$ cat src/rtl/pattern_pkg.sv
// Shared constants, request-FSM state type and bar-level helper for the pattern generator.
package pattern_pkg;

   localparam logic [1:0] PAT_BORDER = 2'd0;
   localparam logic [1:0] PAT_BARS   = 2'd1;
   localparam logic [1:0] PAT_GRID   = 2'd2;
   localparam logic [1:0] PAT_AUX    = 2'd3;

   localparam logic [8:0] BAR_W    = 9'd40;
   localparam logic [7:0] BAR_STEP = 8'd36;
   localparam logic [8:0] ACT_W    = 9'd320;
   localparam logic [7:0] ACT_H    = 8'd240;

   typedef enum logic {
      ST_IDLE    = 1'b0,
      ST_PENDING = 1'b1
   } req_state_e;

   // Bar index is x/BAR_W clamped to the last bar, then scaled to a luma step.
   function automatic logic [7:0] bar_level(input logic [8:0] x);
      logic [8:0] quot;
      logic [7:0] idx;
      quot = x / BAR_W;
      idx  = (quot > 9'd7) ? 8'd7 : {5'd0, quot[2:0]};
      return idx * BAR_STEP;
   endfunction

endpackage

$ cat src/rtl/pattern_gen_if.sv
// Timing-in / video-out bundle of the pattern generator; slave is the generator side.
interface pattern_gen_if;

   logic       ce_pix;
   logic       hblank_in;
   logic       vblank_in;
   logic       hsync_in;
   logic       vsync_in;
   logic [1:0] pat_sel;
   logic       pat_req;
   logic       ce_pix_out;
   logic       HBlank;
   logic       VBlank;
   logic       HSync;
   logic       VSync;
   logic [7:0] video;
   logic [1:0] pat_active;
   logic       pat_pending;

   modport slave (
      input  ce_pix, hblank_in, vblank_in, hsync_in, vsync_in, pat_sel, pat_req,
      output ce_pix_out, HBlank, VBlank, HSync, VSync, video, pat_active, pat_pending
   );

   modport master (
      output ce_pix, hblank_in, vblank_in, hsync_in, vsync_in, pat_sel, pat_req,
      input  ce_pix_out, HBlank, VBlank, HSync, VSync, video, pat_active, pat_pending
   );

endinterface

$ cat src/rtl/pattern_xy_cnt.sv
// Pixel/line counters with blanking edge detection; x/y are the values before this edge's update.
module pattern_xy_cnt (
   input  logic       clk,
   input  logic       reset,
   input  logic       ce_pix,
   input  logic       hblank_in,
   input  logic       vblank_in,
   output logic [8:0] x,
   output logic [7:0] y,
   output logic       frame_edge
);

   logic [8:0] x_q, x_d;
   logic [7:0] y_q, y_d;
   logic       hb_prev_q, hb_prev_d;
   logic       vb_prev_q, vb_prev_d;

   // Counter next-state; everything holds when the pixel enable is low.
   always_comb begin
      x_d       = x_q;
      y_d       = y_q;
      hb_prev_d = hb_prev_q;
      vb_prev_d = vb_prev_q;
      if (ce_pix) begin
         hb_prev_d = hblank_in;
         vb_prev_d = vblank_in;
         if (hblank_in) begin
            x_d = 9'd0;
         end else if (x_q != 9'h1FF) begin
            x_d = x_q + 9'd1;
         end else begin
            x_d = x_q;
         end
         // A new line starts on the rising edge of hblank outside vblank.
         if (vblank_in) begin
            y_d = 8'd0;
         end else if (hblank_in && !hb_prev_q && (y_q != 8'hFF)) begin
            y_d = y_q + 8'd1;
         end else begin
            y_d = y_q;
         end
      end else begin
         x_d = x_q;
         y_d = y_q;
      end
   end

   // Counter registers with synchronous active-low reset.
   always_ff @(posedge clk) begin
      if (!reset) begin
         x_q       <= 9'd0;
         y_q       <= 8'd0;
         hb_prev_q <= 1'b0;
         vb_prev_q <= 1'b0;
      end else begin
         x_q       <= x_d;
         y_q       <= y_d;
         hb_prev_q <= hb_prev_d;
         vb_prev_q <= vb_prev_d;
      end
   end

   assign x          = x_q;
   assign y          = y_q;
   assign frame_edge = ce_pix & vblank_in & ~vb_prev_q;

endmodule

$ cat src/rtl/pattern_gen.sv
// Test-pattern video generator with frame-synchronous pattern switching.
// Define PATTERN_CHECKER_EN to make pattern 3 a checkerboard instead of flat grey.
module pattern_gen
   import pattern_pkg::*;
(
   input  logic          clk,
   input  logic          reset,
   pattern_gen_if.slave  bus
);

   logic [8:0] x_s;
   logic [7:0] y_s;
   logic       frame_edge_s;
   logic [7:0] pat_video_s;

   req_state_e state_q, state_d;
   logic [1:0] pending_q, pending_d;
   logic [1:0] active_q, active_d;
   logic       pat_pending_q, pat_pending_d;
   logic       ce_out_q;
   logic       hblank_q, hblank_d;
   logic       vblank_q, vblank_d;
   logic       hsync_q, hsync_d;
   logic       vsync_q, vsync_d;
   logic [7:0] video_q, video_d;

   pattern_xy_cnt u_xy_cnt (
      .clk        (clk),
      .reset      (reset),
      .ce_pix     (bus.ce_pix),
      .hblank_in  (bus.hblank_in),
      .vblank_in  (bus.vblank_in),
      .x          (x_s),
      .y          (y_s),
      .frame_edge (frame_edge_s)
   );

   // Pattern luma for the current pixel position.
   always_comb begin
      pat_video_s = 8'd0;
      case (active_q)
         PAT_BORDER: begin
            if ((x_s == 9'd0) || (x_s == ACT_W - 9'd1) ||
                (y_s == 8'd0) || (y_s == ACT_H - 8'd1)) begin
               pat_video_s = 8'd255;
            end else begin
               pat_video_s = 8'd0;
            end
         end
         PAT_BARS: pat_video_s = bar_level(x_s);
         PAT_GRID: begin
            if ((x_s[3:0] == 4'd0) || (y_s[3:0] == 4'd0)) begin
               pat_video_s = 8'd255;
            end else begin
               pat_video_s = 8'd0;
            end
         end
`ifdef PATTERN_CHECKER_EN
         PAT_AUX: pat_video_s = (x_s[3] ^ y_s[3]) ? 8'd255 : 8'd0;
`else
         PAT_AUX: pat_video_s = 8'd128;
`endif
         default: pat_video_s = 8'd0;
      endcase
   end

   // Video/timing next-state plus request FSM next-state.
   always_comb begin
      video_d   = video_q;
      hblank_d  = hblank_q;
      vblank_d  = vblank_q;
      hsync_d   = hsync_q;
      vsync_d   = vsync_q;
      state_d   = state_q;
      pending_d = pending_q;
      active_d  = active_q;
      if (bus.ce_pix) begin
         video_d  = (bus.hblank_in || bus.vblank_in) ? 8'd0 : pat_video_s;
         hblank_d = bus.hblank_in;
         vblank_d = bus.vblank_in;
         hsync_d  = bus.hsync_in;
         vsync_d  = bus.vsync_in;
      end else begin
         video_d  = video_q;
      end
      // A request landing on the boundary itself bypasses the pending register.
      if (frame_edge_s) begin
         if (bus.pat_req) begin
            active_d = bus.pat_sel;
         end else if (state_q == ST_PENDING) begin
            active_d = pending_q;
         end else begin
            active_d = active_q;
         end
         state_d = ST_IDLE;
      end else if (bus.pat_req) begin
         pending_d = bus.pat_sel;
         state_d   = ST_PENDING;
      end else begin
         state_d = state_q;
      end
      pat_pending_d = (state_d == ST_PENDING);
   end

   // All registers, including the request FSM, with synchronous active-low reset.
   always_ff @(posedge clk) begin
      if (!reset) begin
         state_q       <= ST_IDLE;
         pending_q     <= 2'd0;
         active_q      <= PAT_BORDER;
         pat_pending_q <= 1'b0;
         ce_out_q      <= 1'b0;
         hblank_q      <= 1'b0;
         vblank_q      <= 1'b0;
         hsync_q       <= 1'b0;
         vsync_q       <= 1'b0;
         video_q       <= 8'd0;
      end else begin
         state_q       <= state_d;
         pending_q     <= pending_d;
         active_q      <= active_d;
         pat_pending_q <= pat_pending_d;
         ce_out_q      <= bus.ce_pix;
         hblank_q      <= hblank_d;
         vblank_q      <= vblank_d;
         hsync_q       <= hsync_d;
         vsync_q       <= vsync_d;
         video_q       <= video_d;
      end
   end

   assign bus.ce_pix_out  = ce_out_q;
   assign bus.HBlank      = hblank_q;
   assign bus.VBlank      = vblank_q;
   assign bus.HSync       = hsync_q;
   assign bus.VSync       = vsync_q;
   assign bus.video       = video_q;
   assign bus.pat_active  = active_q;
   assign bus.pat_pending = pat_pending_q;

endmodule

$ cat src/flat_wrapper.sv
// flat-port wrapper written by rule: the top's interface ports become plain ports
module pattern_gen_flat import pattern_pkg::*;
  (clk, reset, bus_ce_pix, bus_hblank_in, bus_vblank_in, bus_hsync_in, bus_vsync_in, bus_pat_sel, bus_pat_req, bus_ce_pix_out, bus_HBlank, bus_VBlank, bus_HSync, bus_VSync, bus_video, bus_pat_active, bus_pat_pending);
  pattern_gen_if bus_i ();
  input  logic clk;
  input  logic reset;
  input wire logic [$bits(bus_i.ce_pix)-1:0] bus_ce_pix;
  input wire logic [$bits(bus_i.hblank_in)-1:0] bus_hblank_in;
  input wire logic [$bits(bus_i.vblank_in)-1:0] bus_vblank_in;
  input wire logic [$bits(bus_i.hsync_in)-1:0] bus_hsync_in;
  input wire logic [$bits(bus_i.vsync_in)-1:0] bus_vsync_in;
  input wire logic [$bits(bus_i.pat_sel)-1:0] bus_pat_sel;
  input wire logic [$bits(bus_i.pat_req)-1:0] bus_pat_req;
  output wire logic [$bits(bus_i.ce_pix_out)-1:0] bus_ce_pix_out;
  output wire logic [$bits(bus_i.HBlank)-1:0] bus_HBlank;
  output wire logic [$bits(bus_i.VBlank)-1:0] bus_VBlank;
  output wire logic [$bits(bus_i.HSync)-1:0] bus_HSync;
  output wire logic [$bits(bus_i.VSync)-1:0] bus_VSync;
  output wire logic [$bits(bus_i.video)-1:0] bus_video;
  output wire logic [$bits(bus_i.pat_active)-1:0] bus_pat_active;
  output wire logic [$bits(bus_i.pat_pending)-1:0] bus_pat_pending;
  assign bus_i.ce_pix = bus_ce_pix;
  assign bus_i.hblank_in = bus_hblank_in;
  assign bus_i.vblank_in = bus_vblank_in;
  assign bus_i.hsync_in = bus_hsync_in;
  assign bus_i.vsync_in = bus_vsync_in;
  assign bus_i.pat_sel = bus_pat_sel;
  assign bus_i.pat_req = bus_pat_req;
  assign bus_ce_pix_out = bus_i.ce_pix_out;
  assign bus_HBlank = bus_i.HBlank;
  assign bus_VBlank = bus_i.VBlank;
  assign bus_HSync = bus_i.HSync;
  assign bus_VSync = bus_i.VSync;
  assign bus_video = bus_i.video;
  assign bus_pat_active = bus_i.pat_active;
  assign bus_pat_pending = bus_i.pat_pending;
  pattern_gen u_core (.clk(clk), .reset(reset), .bus(bus_i));
endmodule
$ cat config.mk
export PLATFORM = sky130hd
export DESIGN_NAME = pattern_gen_flat
export DESIGN_NICKNAME = d
export VERILOG_FILES = /design/src/rtl/pattern_pkg.sv /design/src/rtl/pattern_gen_if.sv /design/src/rtl/pattern_xy_cnt.sv /design/src/rtl/pattern_gen.sv /design/src/flat_wrapper.sv
export SDC_FILE = /design/constraint.sdc
export NUM_CORES = 1
export LEC_CHECK = 0
export BUFFER_PORTS_ARGS = -buffer_cell sky130_fd_sc_hd__buf_2
export CAP_MARGIN = 5
export CORE_MARGIN = 4
export CORE_UTILIZATION = 25
export DETAILED_ROUTE_END_ITERATION = 6
export GPL_TIMING_DRIVEN = 0
export PLACE_DENSITY = 0.53
export REMOVE_ABC_BUFFERS = 1
export SKIP_LAST_GASP = 1
export SLEW_MARGIN = 5
export SYNTH_ARGS = -nofsm -noshare
export SYNTH_HDL_FRONTEND = slang
export SYNTH_HIERARCHICAL = 1
export SYNTH_SLANG_ARGS = --single-unit
$ cat constraint.sdc
create_clock -name clk -period 5.66 [get_ports clk]
set_clock_uncertainty 0.05 [all_clocks]
set_input_delay 0.566 -clock clk [delete_from_list [all_inputs] [get_ports clk]]
set_output_delay 0.566 -clock clk [all_outputs]
set_load 0.01 [all_outputs]
==> run summary, run 1 <==
The run finished with clean final reports. The finished layout cell area came out at 2190 um^2. The count of boundary I/O pins is 26. The detailed placement HPWL is 2970 um.

Setup repair after global routing left no endpoint under its margin. For this run, the share of the core covered by cells in the final layout is 30.2%. After detailed placement, the design holds a cell count of 330. The measured slew at the worst slew-check pin was 0.563 ns. Counting cells, the worst reg-to-reg path comes to 9. The tools report the maximum number of pins on one net before global-route repair as 32. The maximum buffer depth of the clock tree came out at 2. The class of the most critical setup path is flip-flop to flip-flop. Across every metal layer, demand over resource in global routing totals 10.2%. The region available for standard cell placement spans 7250 um^2. For this run, the top clock speed supported by timing is 488 MHz.

For the total of endpoints with negative setup slack in the final report, the log shows 0. The clock reaches the later pin of the worst-skew pair after 0.29 ns. The total length of routed wires was 4270 um; the clock-pin slew reported for the worst setup and hold paths after clock tree synthesis was 0.08 ns. Number of fill cells in the layout: 787. The logs give 8940 um^2 for the die area and 1870 um^2 for the post-synthesis instance area.

The average wire length per cell after detail routing works out to 12.6 um. Cell with the most instances after synthesis: dfxtp_1. Counting distinct cell types in the post-synthesis netlist gives 55. The via count normalized by instance count is 4.84. The number of global-route vias before repair is 1507, and the total count of max-transition violations in the final report is 0. For this block, the via count after detailed routing is 1636. The tools report the critical path required time as 5.82 ns. The maximum fanout along the worst path is 6, and the global-route wire length before repair is 7380 um. The standby leakage power is 0.859 nW.

The worst-case vdd ir drop is 157 uV. The tools report the count of max-cap constraint violations as 0. The area growth from synthesis to layout came out at 17.0%. In the final design database the tool counted 251 nets. Excluding fillers, the count of instances in the completed layout stands at 338. The clock tree synthesis step divided the H-tree into 2 levels. For the DRC violation total after the first TritonRoute iteration, the log shows 104. Final hold analysis gives a worst-case slack of 0.421 ns. Summing all placed instances gives a cell area of 2050 um^2.

The fraction of registers with async set/reset was 0%; the number of nets with antenna violations after detailed routing was 0. Of the available clock period, the critical path in the final layout requires 36.2%. After detailed routing, the number of remaining DRC violations is 0. For the worst setup path, the data arrival time is 2.21 ns. The final critical path time including I/O delays and setup is 2.05 ns, and the count of warnings emitted by yosys is 6. Sorting the synthesized cells by area gives the leading types as dfxtp_1 (36%), nor2_1 (4.6%), mux2i_1 (4.3%). Input and output buffers added on the ports amount to 25. Routability-driven placement finished with a final weighted congestion of 0.745. Power spread over the standard cell area amounts to 267 nW/um^2. The total count of hold-check failures in the final report came out at 0. The floorplan step set the die height to 94.6 um. TritonCTS built the clock tree. CTS saw 34 sinks. Number of iterations in the first detailed-routing pass: 4. The post-cts repair resize count was 0. The share of synthesized area in the top cell type comes to 36.3%. The number of flops mapped to enable cells by yosys was 0; the gate count of the mapped netlist was 217.

By count the netlist is led by dfxtp_1 (34), nor2_1 (23), nand2_1 (21), o21ai_0 (9). The fraction of final layout cells sized beyond drive strength 1 came out at 16.7%. The run gives 0 as the number of hold buffers added after cts. In this run the clock root is driven by a clkbuf_8. The signal on the critical path passes through ha_1, and2_1, nand2_1, nor2_1, ha_1, nand2b_1, nand3_1, or3_1, a21oi_1. The number of clock buffers added by TritonCTS is 5. After global routing the overflow that remains totals 0. For this run, the slowest stage of the critical path takes 0.37 ns. The tools report the endpoint type of the worst setup path as a flip-flop.

A synthesized cell averages 8.63 um^2. For the antenna diode count, the log shows 0. The tightest min-delay check is of the flip-flop to flip-flop type. For this configuration, the core starts out at a cell density of 25.8%.

The slowest stage of the critical path is the dfxtp_1 cell. Library cell appearing most often on the critical path: ha_1. The floorplan has 31 rows.

For the initial antenna violation count, the log shows 0. Measured along the x axis, the die boundary spans 94.6 um. The post-synthesis cell type with the largest combined area is dfxtp_1. The worst pin sits at a relative slew slack of 62.0%. In the synthesized netlist the dominant register cell turns out to be dfxtp_1.

Once the clock tree was built, the setup fixing pass inserted 0 buffers. After synthesis the netlist holds a flip-flop and latch count of 34. Cell depth of the worst hold path: 2. The startpoint type of the worst setup path is a flip-flop.

After synthesis, flip-flops and latches occupy 36.3% of the total area. The run gives 0 ns as the setup TNS.
## layout by cell type (no fill, tap or decap), types with 2 or more instances in the layout
| cell | instances |
|---|---|
| nor2b_1 | 4 |
| a32oi_1 | 2 |
| nor2_1 | 23 |
| nor3_1 | 5 |
| a21boi_0 | 2 |
| and2_1 | 3 |
| o211ai_1 | 2 |
| nand2_1 | 21 |
| xor2_1 | 5 |
| a211oi_1 | 5 |
| a311o_1 | 4 |
| a31oi_1 | 2 |
| nand3b_1 | 2 |
| mux2i_1 | 8 |
| clkbuf_8 | 6 |
| nor4_1 | 3 |
| inv_1 | 6 |
| nand4_1 | 6 |
| bufinv_16 | 2 |
| ha_1 | 3 |
| buf_2 | 25 |
| or3_1 | 4 |
| a221oi_1 | 2 |
| nand2b_1 | 2 |
| and4b_1 | 3 |
| o21ai_0 | 9 |
| and3_1 | 5 |
| dfxtp_1 | 34 |
| nand4b_1 | 2 |
| a21oi_1 | 6 |
| nand3_1 | 8 |
| nor4bb_1 | 3 |
## logic make-up (layout without fill, tap and decap cells)
logic type / count (synthesis) / in the layout / synth area share (%)
AOI/OAI and AO/OA: 48 / 48 / 19.6
adders and majority gates: 4 / 4 / 2.54
muxes: 9 / 9 / 4.88
and+or+nand+nor: 99 / 99 / 28.8
DFF: 34 / 34 / 36.3
xor gates and xnor gates: 6 / 6 / 2.81
buffers and inverters: 17 / 39 / 5.08
## state kept, by name (all words and copies together), names as in the netlist
signal	flops
u_core/bus.HBlank	1
u_core/bus.HSync	1
u_core/bus.VBlank	1
u_core/bus.VSync	1
u_core/bus.ce_pix_out	1
u_core/bus.pat_active	2
u_core/bus.pat_pending	1
u_core/bus.video	5
u_core/pending_q	2
u_core/u_xy_cnt/hb_prev_q	1
u_core/u_xy_cnt/vb_prev_q	1
u_core/u_xy_cnt/x	9
u_core/u_xy_cnt/y	8
## layer usage
metal,GRT usage [%],part of all wire [%]
met3,3.51,3.3
met4,2.16,0.40
met2,15.0,42
met5,0,0
met1,14.4,54
## area by class of cell
| type | count | area, um^2 | share of cell area (%) |
|---|---|---|---|
| Clock buffer | 6 | 82.6 | 3.77 |
| Clock inverter | 2 | 60.1 | 2.74 |
| Inverter | 6 | 22.5 | 1.03 |
| Multi-Input combinational cell | 166 | 1100 | 50.1 |
| Sequential cell | 34 | 681 | 31.1 |
| Tap cell | 99 | 124 | 5.65 |
| Timing Repair Buffer | 25 | 125 | 5.71 |
## critical path, delay by kind of cell (launching register included)
kind,cells,cell delay (ns)
AND/OR/NAND/NOR,6,1.00
flip-flops,1,0.37
adder cells (fa/ha/maj),2,0.43
AO/OA/AOI/OAI,1,0.13
## power by group
group          switching, mW  internal (mW)  total [mW]
registers            0.00703          0.247       0.254
clock network         0.0922          0.188       0.280
logic                 0.0304         0.0206      0.0511
total                  0.130          0.456       0.585
## final timing paths
check	start	slack, ns	endpoint
worst min-delay path	u_core/u_xy_cnt/vb_prev_q	0.42	u_core/u_xy_cnt/vb_prev_q
worst max register to register	u_core/u_xy_cnt/x[0]	3.61	u_core/u_xy_cnt/x[7]
worst max-delay path	u_core/u_xy_cnt/x[0]	3.61	u_core/u_xy_cnt/x[7]
worst min register to register	u_core/u_xy_cnt/vb_prev_q	0.42	u_core/u_xy_cnt/vb_prev_q
## metrics by stage
stage	total power [mW]	worst slack [ns]
finish	0.585	3.61
global route	0.613	3.43
global placement	0.311	3.37
floorplan	0.288	3.80
detailed placement	0.311	3.37
CTS	0.594	3.60
Power figures use the tool's default switching activity.
==> run 2: changes to the inputs <==
- clock period: 5.66 -> 1.97 ns (I/O delays scaled with it)
==> run 2 against run 1 <==
  * First-iteration DRC count fell by 13%
  * Cell count rose by 0.30%
  * Register-to-register slack got worse by 3.6 ns
  * Via count grew 1.4%
  * Largest power group unchanged
==> run summary, run 2 (same netlist as run 1, synthesis figures left out) <==
The run gives 32 as the maximum number of pins on one net before global-route repair. The final worst-path cycle share works out to 97.4%. Static timing analysis puts the maximum clock frequency at 521 MHz.

The initialized floorplan defines 31 standard-cell rows. The critical path goes through ha_2, and3_4, a2111o_1, and4b_1, a311o_1. For this configuration, the core starts out at a cell density of 25.8%.

For the total count of hold-check failures in the final report, the log shows 0. At the worst endpoint, the arrival time is 2.05 ns. The source-to-sink clock delay at the later pin of the worst-skew pair is 0.29 ns, and the maximum fanout along the worst path is 9.

Setup repair after global routing could not meet its margin everywhere. The total net switching power was 373 uW; the clock-pin slew reported for the worst setup and hold paths after clock tree synthesis was 0.08 ns. The total length of routed wires came out at 4310 um. VDD sags by at most 451 uV. The tools report the clock tree root buffer cell as clkbuf_8. The total count of max-transition violations in the final report was 0.

The congestion estimate from routability-driven global placement came to 0.745. Setup total negative slack on the finished layout was measured at 0 ns. In this run switching power makes up 22.2% of total power.

In the final routed layout, each cell accounts on average for 12.7 um. Count of max-cap constraint violations: 0. In this run, the number of DRC markers left after iteration 0 of detailed routing was 90. The count of boundary I/O pins is 26. The path class of the tightest hold or removal check is input port to flip-flop. In the layout the commonest cells are dfxtp_1 (28), buf_2 (25), nor2_1 (23), nand2_1 (21), o21ai_0 (9).

For the deepest level of the CTS H-tree, the log shows 2. On the final layout, the worst hold slack is 0.0944 ns. Sequential cells burn 43.4% of the power. Across all layers, the routed design uses 1659 vias. The slack of the worst reg-to-reg path was 0.05 ns; the final design utilization was 30.8%. The die is 94.6 um tall.

The core area is 7250 um^2. The register with the most flip-flops in the layout has 9 of them. The fraction of final layout cells sized beyond drive strength 1 is 21.7%, and the maximum buffer depth of the clock tree is 2. The clock power share was 47.8%; the count of nets after finishing was 252.

The flow ran to the end, and the final reports show no timing, DRC or antenna violations. TritonCTS built the clock tree. Before CTS, the worst setup slack after placement is -0.0629 ns. The aggregate global-route resource usage was 10.2%; the cell area power density was 754 nW/um^2.

The logs give 0 for the initial antenna violation count and 8940 um^2 for the die area. Detailed placement ended at an HPWL of 2970 um. The die is 94.6 um wide. The measured slew at the worst slew-check pin was 0.560 ns; the number of iterations in the first detailed-routing pass was 6. The logs give 0 for the total of endpoints with negative setup slack in the final report and 0 for the remaining routing DRC violations. Post-layout worst setup margin: 0.0514 ns. The worst setup path is launched from a flip-flop. The standby leakage power came out at 0.864 nW.

After global routing the overflow that remains totals 0. Headroom to the max-slew limit came out at 62.2%. Final critical path time including I/O delays and setup: 1.92 ns.

Data on the critical path is required at its endpoint by 2.10 ns. The via count normalized by instance count works out to 4.89. Global-route wire length before repair: 7410 um. The worst setup path is captured at a flip-flop.

The number of global-route vias before repair was 1513. The number of buffers created by CTS is 5, and the number of buffer cells added on primary ports is 25. The cell at the slowest stage of the critical path is a2111o_1.

The combinational fraction of design power is 8.8%, and the antenna diode count is 0. For this run, the slowest stage of the critical path takes 0.46 ns. The number of sinks on the clock net was 34. Number of nets with antenna violations after detailed routing: 0. Internal power comes to 1.31 mW. Leaving out fill and tap cells, the most frequent cell in the layout is dfxtp_1.

The area growth from synthesis to layout is 19.2%. The design draws 1.68 mW. The worst setup path is of the flip-flop to flip-flop kind.
[run 2: changes by cell type in the layout (fill, tap and decap cells not counted), moves of 2 or more]
cell / before / now
dfxtp_1: 34 / 28
dfxtp_2: 0 / 5
ha_1: 3 / 1
ha_2: 0 / 2
[run 2: critical path: cells and delay by family (launching register included)]
family | cells | cell delay, ns
AO/OA/AOI/OAI | 2 | 0.77
adder cells (fa/ha/maj) | 1 | 0.20
flip-flops | 1 | 0.38
AND/OR/NAND/NOR | 2 | 0.41
[run 2: worst paths after layout]
path,startpoint,cells after the start,end
max reg2reg,u_core/u_xy_cnt/y[0],5,u_core/u_xy_cnt/y[5]
max,u_core/u_xy_cnt/y[0],5,u_core/u_xy_cnt/y[5]
min reg2reg,u_core/u_xy_cnt/vb_prev_q,2,u_core/u_xy_cnt/vb_prev_q
min,bus_vsync_in,3,u_core/bus.VSync
[run 2: area by class of cell]
type / count / area, um^2
tap: 99 / 124
sequential: 34 / 691
clock inverter: 2 / 60.1
multi-input combinational: 166 / 1120
clock buffer: 6 / 82.6
inverter: 6 / 22.5
fill: 783 / 5020
timing repair buffer: 26 / 133
[run 2: metal layers]
metal	track usage (%)	share of wire (%)	vias up
li1	-	-	865
met2	15.1	44	23
met4	2.16	0.39	0
met5	0	0	-
met1	14.4	52	769
met3	3.51	3.4	2
[run 2: power groups by stage]
stage	combinational, mW	clock, mW	sequential [mW]
after floorplan	0.0763	0	0.750
after global placement	0.148	0	0.746
after detailed placement	0.148	0	0.746
after CTS	0.149	0.828	0.731
after global routing	0.168	0.859	0.734
final	0.148	0.805	0.730
[run 2: through the flow]
step,std cells,area [um^2]
after CTS,338,2200
after detailed placement,330,2050
after global routing,339,2230
after global placement,330,2050
final,339,2230
after floorplan,206,1800
[run 2: what timing repair did]
| item | 4_1_cts | 5_1_grt |
|---|---|---|
| hold buffers | 0 | 0 |
| resized for setup | 2 | 11 |
| setup buffers | 0 | 1 |
| cloned | 0 | 0 |
| pin swaps | 0 | 1 |
| setup endpoints to repair | 2 | 7 |
